==> src/rtl/pc_sequencer_if.sv <==
// Fetch / issue / execute handshake bundle between the PC sequencer and its environment.
interface pc_sequencer_if #(
  parameter int unsigned CNT_W = 32
);

  localparam int unsigned XLEN = 64;
  localparam int unsigned IW   = 32;

  // instruction memory fetch channel
  logic             imem_req;
  logic [XLEN-1:0]  imem_addr;
  logic             imem_ack;
  logic [IW-1:0]    imem_data;

  // issue to datapath
  logic             instr_valid;
  logic [IW-1:0]    instr;

  // datapath resolution
  logic             exec_done;
  logic             Branch;
  logic             Uncondbranch;
  logic             ALUZero;
  logic [XLEN-1:0]  SignExtImm64;

  // flow control and architectural status
  logic             stall;
  logic [XLEN-1:0]  CurrentPC;
  logic [CNT_W-1:0] retired;
  logic             taken;

  // environment side: memory, datapath and stall source
  modport master (
    input  imem_req,
    input  imem_addr,
    output imem_ack,
    output imem_data,
    input  instr_valid,
    input  instr,
    output exec_done,
    output Branch,
    output Uncondbranch,
    output ALUZero,
    output SignExtImm64,
    output stall,
    input  CurrentPC,
    input  retired,
    input  taken
  );

  // sequencer side
  modport slave (
    output imem_req,
    output imem_addr,
    input  imem_ack,
    input  imem_data,
    output instr_valid,
    output instr,
    input  exec_done,
    input  Branch,
    input  Uncondbranch,
    input  ALUZero,
    input  SignExtImm64,
    input  stall,
    output CurrentPC,
    output retired,
    output taken
  );

endinterface

==> src/rtl/pc_sequencer.sv <==
// Multi-cycle program-counter sequencer: fetch, issue, wait for execute, update PC.
// Every output is a register; imem_addr is the PC register itself.
module pc_sequencer #(
  parameter logic [63:0] RESET_PC = 64'h0,
  parameter int unsigned CNT_W    = 32
) (
  input logic           CLK,
  input logic           resetl,
  pc_sequencer_if.slave bus
);

  localparam int unsigned XLEN = 64;
  localparam int unsigned IW   = 32;

  typedef enum logic [2:0] {
    IDLE   = 3'd0,
    FETCH  = 3'd1,
    ISSUE  = 3'd2,
    EXEC   = 3'd3,
    UPDATE = 3'd4
  } state_t;

  // Branch controls and offset captured when the datapath resolves.
  typedef struct packed {
    logic            branch;
    logic            uncond;
    logic            zero;
    logic [XLEN-1:0] imm;
  } exec_op_t;

  function automatic logic redirect_f(input exec_op_t op);
    return op.uncond | (op.branch & op.zero);
  endfunction

  state_t           state_q, state_d;
  logic [1:0]       rst_sync_q;
  logic             run_ok_c;

  logic [XLEN-1:0]  pc_q, pc_d;
  logic [CNT_W-1:0] retired_q, retired_d;
  logic [IW-1:0]    instr_q, instr_d;
  exec_op_t         ops_q, ops_d;
  logic             imem_req_q, imem_req_d;
  logic             instr_valid_q, instr_valid_d;
  logic             taken_q, taken_d;

  // Reset release synchroniser: the FSM leaves IDLE only once it reads 1.
  always_ff @(posedge CLK or negedge resetl) begin
    if (!resetl) begin
      rst_sync_q <= 2'b00;
    end else begin
      rst_sync_q <= {rst_sync_q[0], 1'b1};
    end
  end

  assign run_ok_c = rst_sync_q[1];

  // State and output registers.
  always_ff @(posedge CLK or negedge resetl) begin
    if (!resetl) begin
      state_q       <= IDLE;
      pc_q          <= RESET_PC;
      retired_q     <= '0;
      instr_q       <= '0;
      ops_q         <= '0;
      imem_req_q    <= 1'b0;
      instr_valid_q <= 1'b0;
      taken_q       <= 1'b0;
    end else begin
      state_q       <= state_d;
      pc_q          <= pc_d;
      retired_q     <= retired_d;
      instr_q       <= instr_d;
      ops_q         <= ops_d;
      imem_req_q    <= imem_req_d;
      instr_valid_q <= instr_valid_d;
      taken_q       <= taken_d;
    end
  end

  // Next state, datapath next values and next registered outputs.
  always_comb begin
    state_d   = state_q;
    pc_d      = pc_q;
    retired_d = retired_q;
    instr_d   = instr_q;
    ops_d     = ops_q;

    case (state_q)
      IDLE: begin
        // stall is only honoured here; in-flight work always completes
        if (run_ok_c && !bus.stall) begin
          state_d = FETCH;
        end
      end
      FETCH: begin
        if (bus.imem_ack) begin
          instr_d = bus.imem_data;
          state_d = ISSUE;
        end
      end
      ISSUE: begin
        state_d = EXEC;
      end
      EXEC: begin
        if (bus.exec_done) begin
          ops_d.branch = bus.Branch;
          ops_d.uncond = bus.Uncondbranch;
          ops_d.zero   = bus.ALUZero;
          ops_d.imm    = bus.SignExtImm64;
          state_d      = UPDATE;
        end
      end
      UPDATE: begin
        // word offset scaled to bytes; bits shifted past bit 63 are dropped
        if (redirect_f(ops_q)) begin
          pc_d = pc_q + {ops_q.imm[XLEN-3:0], 2'b00};
        end else begin
          pc_d = pc_q + XLEN'(4);
        end
        retired_d = retired_q + CNT_W'(1);
        state_d   = IDLE;
      end
      default: begin
        state_d = IDLE;
      end
    endcase

    // registered strobes follow the state being entered
    imem_req_d    = (state_d == FETCH);
    instr_valid_d = (state_d == ISSUE);
    taken_d       = (state_d == UPDATE) && redirect_f(ops_d);
  end

  assign bus.imem_req    = imem_req_q;
  assign bus.imem_addr   = pc_q;
  assign bus.instr_valid = instr_valid_q;
  assign bus.instr       = instr_q;
  assign bus.CurrentPC   = pc_q;
  assign bus.retired     = retired_q;
  assign bus.taken       = taken_q;

endmodule

==> src/flat_wrapper.sv <==
// flat-port wrapper written by rule: the top's interface ports become plain ports
module pc_sequencer_flat 
#(
  parameter logic [63:0] RESET_PC = 64'h0,
  parameter int unsigned CNT_W    = 32
)
  (CLK, resetl, bus_imem_req, bus_imem_addr, bus_imem_ack, bus_imem_data, bus_instr_valid, bus_instr, bus_exec_done, bus_Branch, bus_Uncondbranch, bus_ALUZero, bus_SignExtImm64, bus_stall, bus_CurrentPC, bus_retired, bus_taken);
  pc_sequencer_if #(.CNT_W(CNT_W)) bus_i ();
  input logic CLK;
  input logic resetl;
  output wire logic [$bits(bus_i.imem_req)-1:0] bus_imem_req;
  output wire logic [$bits(bus_i.imem_addr)-1:0] bus_imem_addr;
  input wire logic [$bits(bus_i.imem_ack)-1:0] bus_imem_ack;
  input wire logic [$bits(bus_i.imem_data)-1:0] bus_imem_data;
  output wire logic [$bits(bus_i.instr_valid)-1:0] bus_instr_valid;
  output wire logic [$bits(bus_i.instr)-1:0] bus_instr;
  input wire logic [$bits(bus_i.exec_done)-1:0] bus_exec_done;
  input wire logic [$bits(bus_i.Branch)-1:0] bus_Branch;
  input wire logic [$bits(bus_i.Uncondbranch)-1:0] bus_Uncondbranch;
  input wire logic [$bits(bus_i.ALUZero)-1:0] bus_ALUZero;
  input wire logic [$bits(bus_i.SignExtImm64)-1:0] bus_SignExtImm64;
  input wire logic [$bits(bus_i.stall)-1:0] bus_stall;
  output wire logic [$bits(bus_i.CurrentPC)-1:0] bus_CurrentPC;
  output wire logic [$bits(bus_i.retired)-1:0] bus_retired;
  output wire logic [$bits(bus_i.taken)-1:0] bus_taken;
  assign bus_imem_req = bus_i.imem_req;
  assign bus_imem_addr = bus_i.imem_addr;
  assign bus_i.imem_ack = bus_imem_ack;
  assign bus_i.imem_data = bus_imem_data;
  assign bus_instr_valid = bus_i.instr_valid;
  assign bus_instr = bus_i.instr;
  assign bus_i.exec_done = bus_exec_done;
  assign bus_i.Branch = bus_Branch;
  assign bus_i.Uncondbranch = bus_Uncondbranch;
  assign bus_i.ALUZero = bus_ALUZero;
  assign bus_i.SignExtImm64 = bus_SignExtImm64;
  assign bus_i.stall = bus_stall;
  assign bus_CurrentPC = bus_i.CurrentPC;
  assign bus_retired = bus_i.retired;
  assign bus_taken = bus_i.taken;
  pc_sequencer #(.RESET_PC(RESET_PC), .CNT_W(CNT_W)) u_core (.CLK(CLK), .resetl(resetl), .bus(bus_i));
endmodule
==> config.mk <==
export PLATFORM = sky130hd
export DESIGN_NAME = pc_sequencer_flat
export DESIGN_NICKNAME = d
export VERILOG_FILES = /design/src/rtl/pc_sequencer_if.sv /design/src/rtl/pc_sequencer.sv /design/src/flat_wrapper.sv
export SDC_FILE = /design/constraint.sdc
export NUM_CORES = 1
export LEC_CHECK = 0
export CAP_MARGIN = 20
export CORE_ASPECT_RATIO = 1.1
export CORE_MARGIN = 1
export CORE_UTILIZATION = 45
export CTS_CLUSTER_SIZE = 8
export DETAILED_ROUTE_END_ITERATION = 12
export GPL_ROUTABILITY_DRIVEN = 0
export PLACE_DENSITY = 0.81
export SKIP_CTS_REPAIR_TIMING = 1
export SYNTH_ARGS = -nofsm -noshare
export SYNTH_HDL_FRONTEND = slang
export SYNTH_SLANG_ARGS = --single-unit
==> constraint.sdc <==
create_clock -name CLK -period 5.8 [get_ports CLK]
set_input_delay 0.87 -clock CLK [delete_from_list [all_inputs] [get_ports CLK]]
set_output_delay 0.87 -clock CLK [all_outputs]
set_load 0.005 [all_outputs]
# Word level (Yosys, flattened, before mapping)
# Index checks and enable logic that the tools add are counted.
[classes]
n_addsub = 3
n_eq_ne = 7
muxes = 7
bitwise = 4
reduce_logical = 6
[op_table]
columns = ["cell", "n"]
rows = [
  ["67-bit two-way mux", 2],
  ["64-bit by 3-bit adder with 64-bit output, second input constant", 1],
  ["64-bit adder", 1],
  ["64-bit two-way mux", 1],
  ["32-bit by 1-bit adder with 32-bit output, second input constant", 1],
  ["3-bit case mux with 4 select lines", 1],
  ["3-bit by 2-bit == test with 1-bit output, second input constant", 3],
  ["3-bit two-way mux", 3],
  ["3-bit by 1-bit == test with 1-bit output, second input constant", 2],
  ["3-bit == test, second input constant", 2],
  ["2-bit AND reduction", 2],
  ["3-bit zero test", 1],
  ["1-bit AND", 2],
  ["1-bit logical AND", 2],
  ["1-bit OR", 2],
  ["1-bit zero test", 1],
]
[totals]
reg_bits = 203
inputBits = 104
output_inout_bits = 195
elab_cells = 39

# Depth between registers and ports, before layout
[depth]
depth_word = 6
ltp_mapped = 15
ltp_nobuf = 15

# Least setup slack after synthesis
# No wires, ideal clock.
[synth_path]
path_type = "register to register"
from = "register u_core.ops_q[66] (netlist name)"
to = "register u_core.pc_q[63], in the netlist u_core.bus.CurrentPC[63]"
setup_time_ps = 139
arrival_ps = 3202
t_required_ps = 5661
path_slack_ps = 2459
stages_incl_launch_ff = 16
synth_period_minus_slack_ps = 3341
path_cell_list = "dfrtp_1 > a21o_1 > clkbuf_1 > and2_1 > ha_1 > buf_6 > a211o_1 > a21oi_2 > o21ai_1 > a31oi_1 > o22a_2 > a31oi_2 > o211ai_2 > and3_1 > o221ai_1 > or4_1"
[synth_between]
elab_chain_len = 3
[synth_rtl]
columns = ["item", "line_no", "source"]
rows = [
  ["start, declared", "pc_sequencer.sv:42", "exec_op_t ops_q, ops_d;"],
  ["start signal, assigned", "pc_sequencer.sv:74", "ops_q <= ops_d;"],
  ["1-bit AND", "pc_sequencer.sv:32", "return op.uncond | (op.branch & op.zero);"],
  ["1-bit OR", "pc_sequencer.sv:32", ""],
  ["64-bit two-way mux", "pc_sequencer.sv:116", "if (redirect_f(ops_q)) begin"],
  ["end signal, assigned", "pc_sequencer.sv:71", "pc_q <= pc_d;"],
  ["end, declared", "pc_sequencer.sv:39", "logic [XLEN-1:0] pc_q, pc_d;"],
]
# No other way between the ends.
# A chain may end at the register's enable or synchronous reset.

# Worst setup path in the final report
[layout_path]
from = "register u_core.ops_q[64] (netlist name)"
to = "register u_core.pc_q[63], in the netlist u_core.bus.CurrentPC[63]"
# The elaborated chain is that of the path after synthesis.

==> results_dict.tcl <==
set metrics [dict create \
    peakVddDrop_v 0.000198 \
    startpoint_type "flop" \
    cp_max_fo 36 \
    cts-htree-levels 4 \
    synth.most_common_cell "nand2_1" \
    slew_headroom 0.471 \
    path_cells "a21o_1 -> buf_4 -> and2_1 -> ha_1 -> nand4_2 -> or3_1 -> nor2_1 -> o21ai_1 -> a31oi_2 -> o211ai_2 -> a21boi_1 -> o221ai_1 -> or4_1" \
    wl_per_cell_microns 15.5 \
    min_from "u_core.rst_sync_q[0]$_DFF_PN0_" \
    fin_area_sq_um 15300 \
    crit_slowest_cell "a21o_1" \
    synth_top_area_frac 0.414 \
    yosysSeqAreaShare 0.414 \
    syn_inst 1383 \
    critPathBufInv 1 \
    antenna_found_initial 0 \
    final-seq-area_sq_um 4980 \
    dp_hpwl_microns 22500 \
    drc 0 \
    grt_first_pass_wirelength_microns 49200 \
    synth_top_cell_by_area "dfrtp_1" \
    rsz0062_at_grt "false" \
    synth_area_leaders "dfrtp_1 41%, nand2_1 10%, ha_1 6.4%" \
    fin_nets 1739 \
    antenna_left 0 \
    cts_sinks 199 \
    status "complete, no violations" \
    hold_path_end "u_core.rst_sync_q[1]$_DFF_PN0_" \
    min_path_cells 0 \
    drt_first_pass_iters 5 \
    die_height_microns 174 \
    clkLatencyLatePin_ps 440 \
    end_kind "flop" \
    area_growth_pct 27.3 \
    period_needed_ps 4280 \
    ys_top_cells_by_count "329 x nand2_1, 199 x dfrtp_1, 88 x o21ai_0, 81 x a21oi_1, 67 x buf_4" \
    dieArea_sq_um 27400 \
    reg2reg_depth 13 \
    setup_tns_ps 0 \
    avgSynthCellArea_sq_um 8.70 \
    final_layout_size_suffix_gt1_frac 0.0599 \
    viasPerCell 5.29 \
    placementRows 62 \
    hold_violations 0 \
    cp_data_arrival_time_ps 4590 \
    p_leak_uw 0.00681 \
    vias 10300 \
    netlist_area_sq_um 12000 \
    gr-usage-all-layers 0.223 \
    finClkSkew_ps 14.3 \
    die_x_microns 158 \
    synth-edff-count 0 \
    min_period_over_period 0.739 \
    worstMarginPinSlew_ps 793 \
    clockBufferDepth 2 \
    postPlaceCellArea_sq_um 14700 \
    ios 299 \
    hold_class "flop to flop" \
    r2r-start "u_core.ops_q[64]$_DFF_PN0_" \
    cts-root-buf "clkbuf_16" \
    nFillCells 2348 \
    initial_core_util 0.459 \
    wl_microns 29900 \
    design.core.area_sq_um 26200 \
    r2r_setup_slack_ps 1520 \
    gr-total-overflow 0 \
    async_flop_share 1.00 \
    diodes 0 \
    drt-initial-drc-count 631 \
    post_synth_num_cell_types 65 \
    cts_buffers 17 \
    crit_start "u_core.ops_q[64]$_DFF_PN0_" \
    finalSetupViolCount 0 \
    fmax_mhz 233 \
    drv_cap 0 \
    grt_pass1_vias 10200 \
    maxSlewViolCount 0 \
    path_class "flop to flop" \
    worstReg2RegEnd "u_core.bus.CurrentPC[63]$_DFFE_PN0N_" \
    multi_input_area_sq_um 6220 \
    cpPeakStageDelay_ps 640 \
    yosys_register_bits 199 \
    critical_path.top_delay_family "compound AO/OA/AOI/OAI gates" \
    yosys_warnings 0 \
    synth-main-ff-cell "dfrtp_1" \
    clkTransAtPathRegs_ps 80 \
    cts_tree "done" \
    io_buffer_count 292 \
    required_ps 6100 \
    grt_max_degree 94 \
    p_per_area_nw_per_um2 397 \
]
[cell usage in the layout, fill, tap and decap left out, drive strengths merged, types with 6 or more instances in the layout]
master         Yosys  layout
a21o              24      24
a21oi             84      84
a31oi             15      15
and2              62      62
and3              12      12
buf               85       8
clkbuf            48      19
clkdlybuf4s50      0     291
clkinv             0       7
dfrtp            199     199
ha                62      62
inv               22      28
mux2              33      33
nand2            329     329
nand2b             7       7
nand3             35      35
nand4             28      28
nor2              48      48
nor2b              7       7
nor3              18      18
o21a              10      10
o21ai             94      94
o21bai            15      15
o31ai              6       6
or3                6       6
xnor2             52      52
xor2              32      32
[through the flow]
step	hold slack, ps	utilization	total power [uW]	worst slack (ps)	std cells
2_1_floorplan	331	-	3870	2460	1386
3_3_place_gp	335	0.561	4810	1640	1905
3_5_place_dp	339	0.561	4900	1500	1905
4_1_cts	385	0.584	6140	1510	1937
5_1_grt	389	0.584	6530	1230	1937
6_report	376	0.584	6090	1520	1937
[cells by family (layout without fill, tap and decap cells)]
group / count (synthesis) / count (layout) / share of synthesized area
buffers and inverters: 155 / 354 / 0.0715
AO/OA/AOI/OAI: 276 / 276 / 0.139
flip-flops: 199 / 199 / 0.414
XOR/XNOR: 84 / 84 / 0.0611
adder cells (fa/ha/maj): 63 / 63 / 0.0661
multiplexers: 33 / 33 / 0.0309
AND/OR/NAND/NOR: 571 / 571 / 0.217
other: 2 / 5 / 0.000624
[power by group]
group          internal (uW)  switching [uW]
Combinational           1380            1350
Clock                    599             605
Sequential              1830             324
[sequential cells by signal (all words and copies together), names as in the netlist]
signal / count
u_core.bus.CurrentPC: 62
u_core.bus.imem_req: 1
u_core.bus.instr: 32
u_core.bus.instr_valid: 1
u_core.bus.retired: 32
u_core.bus.taken: 1
u_core.ops_q: 65
u_core.rst_sync_q: 2
u_core.state_q: 3
[how the worst max path moves through the flow]
stage	slack, ps	cells after the start	to
3_3_place_gp	1640	13	u_core.bus.CurrentPC[63]$_DFFE_PN0N_
5_1_grt	1230	13	u_core.bus.CurrentPC[63]$_DFFE_PN0N_
4_1_cts	1510	13	u_core.bus.CurrentPC[63]$_DFFE_PN0N_
2_1_floorplan	2460	15	u_core.bus.CurrentPC[63]$_DFFE_PN0N_
3_5_place_dp	1500	13	u_core.bus.CurrentPC[63]$_DFFE_PN0N_
6_report	1520	13	u_core.bus.CurrentPC[63]$_DFFE_PN0N_
[final cells by class]
| class | count | area share |
|---|---|---|
| multi-input cells | 1032 | 0.406 |
| clock inverters | 14 | 0.0115 |
| flip-flops and latches | 199 | 0.325 |
| inverters | 22 | 0.00539 |
| well taps | 352 | 0.0287 |
| repair buffers | 300 | 0.195 |
| clock buffers | 18 | 0.0287 |
[routing by layer]
| metal | vias up | global-route usage | wire length, microns |
|---|---|---|---|
| met3 | 55 | 0.0330 | 1320 |
| met2 | 302 | 0.377 | 14600 |
| met1 | 4881 | 0.285 | 13100 |
| li1 | 5016 | - | - |
| met4 | 0 | 0.0854 | 883 |
| met5 | - | 0 | 0 |
(Power assumes the default switching activity.)
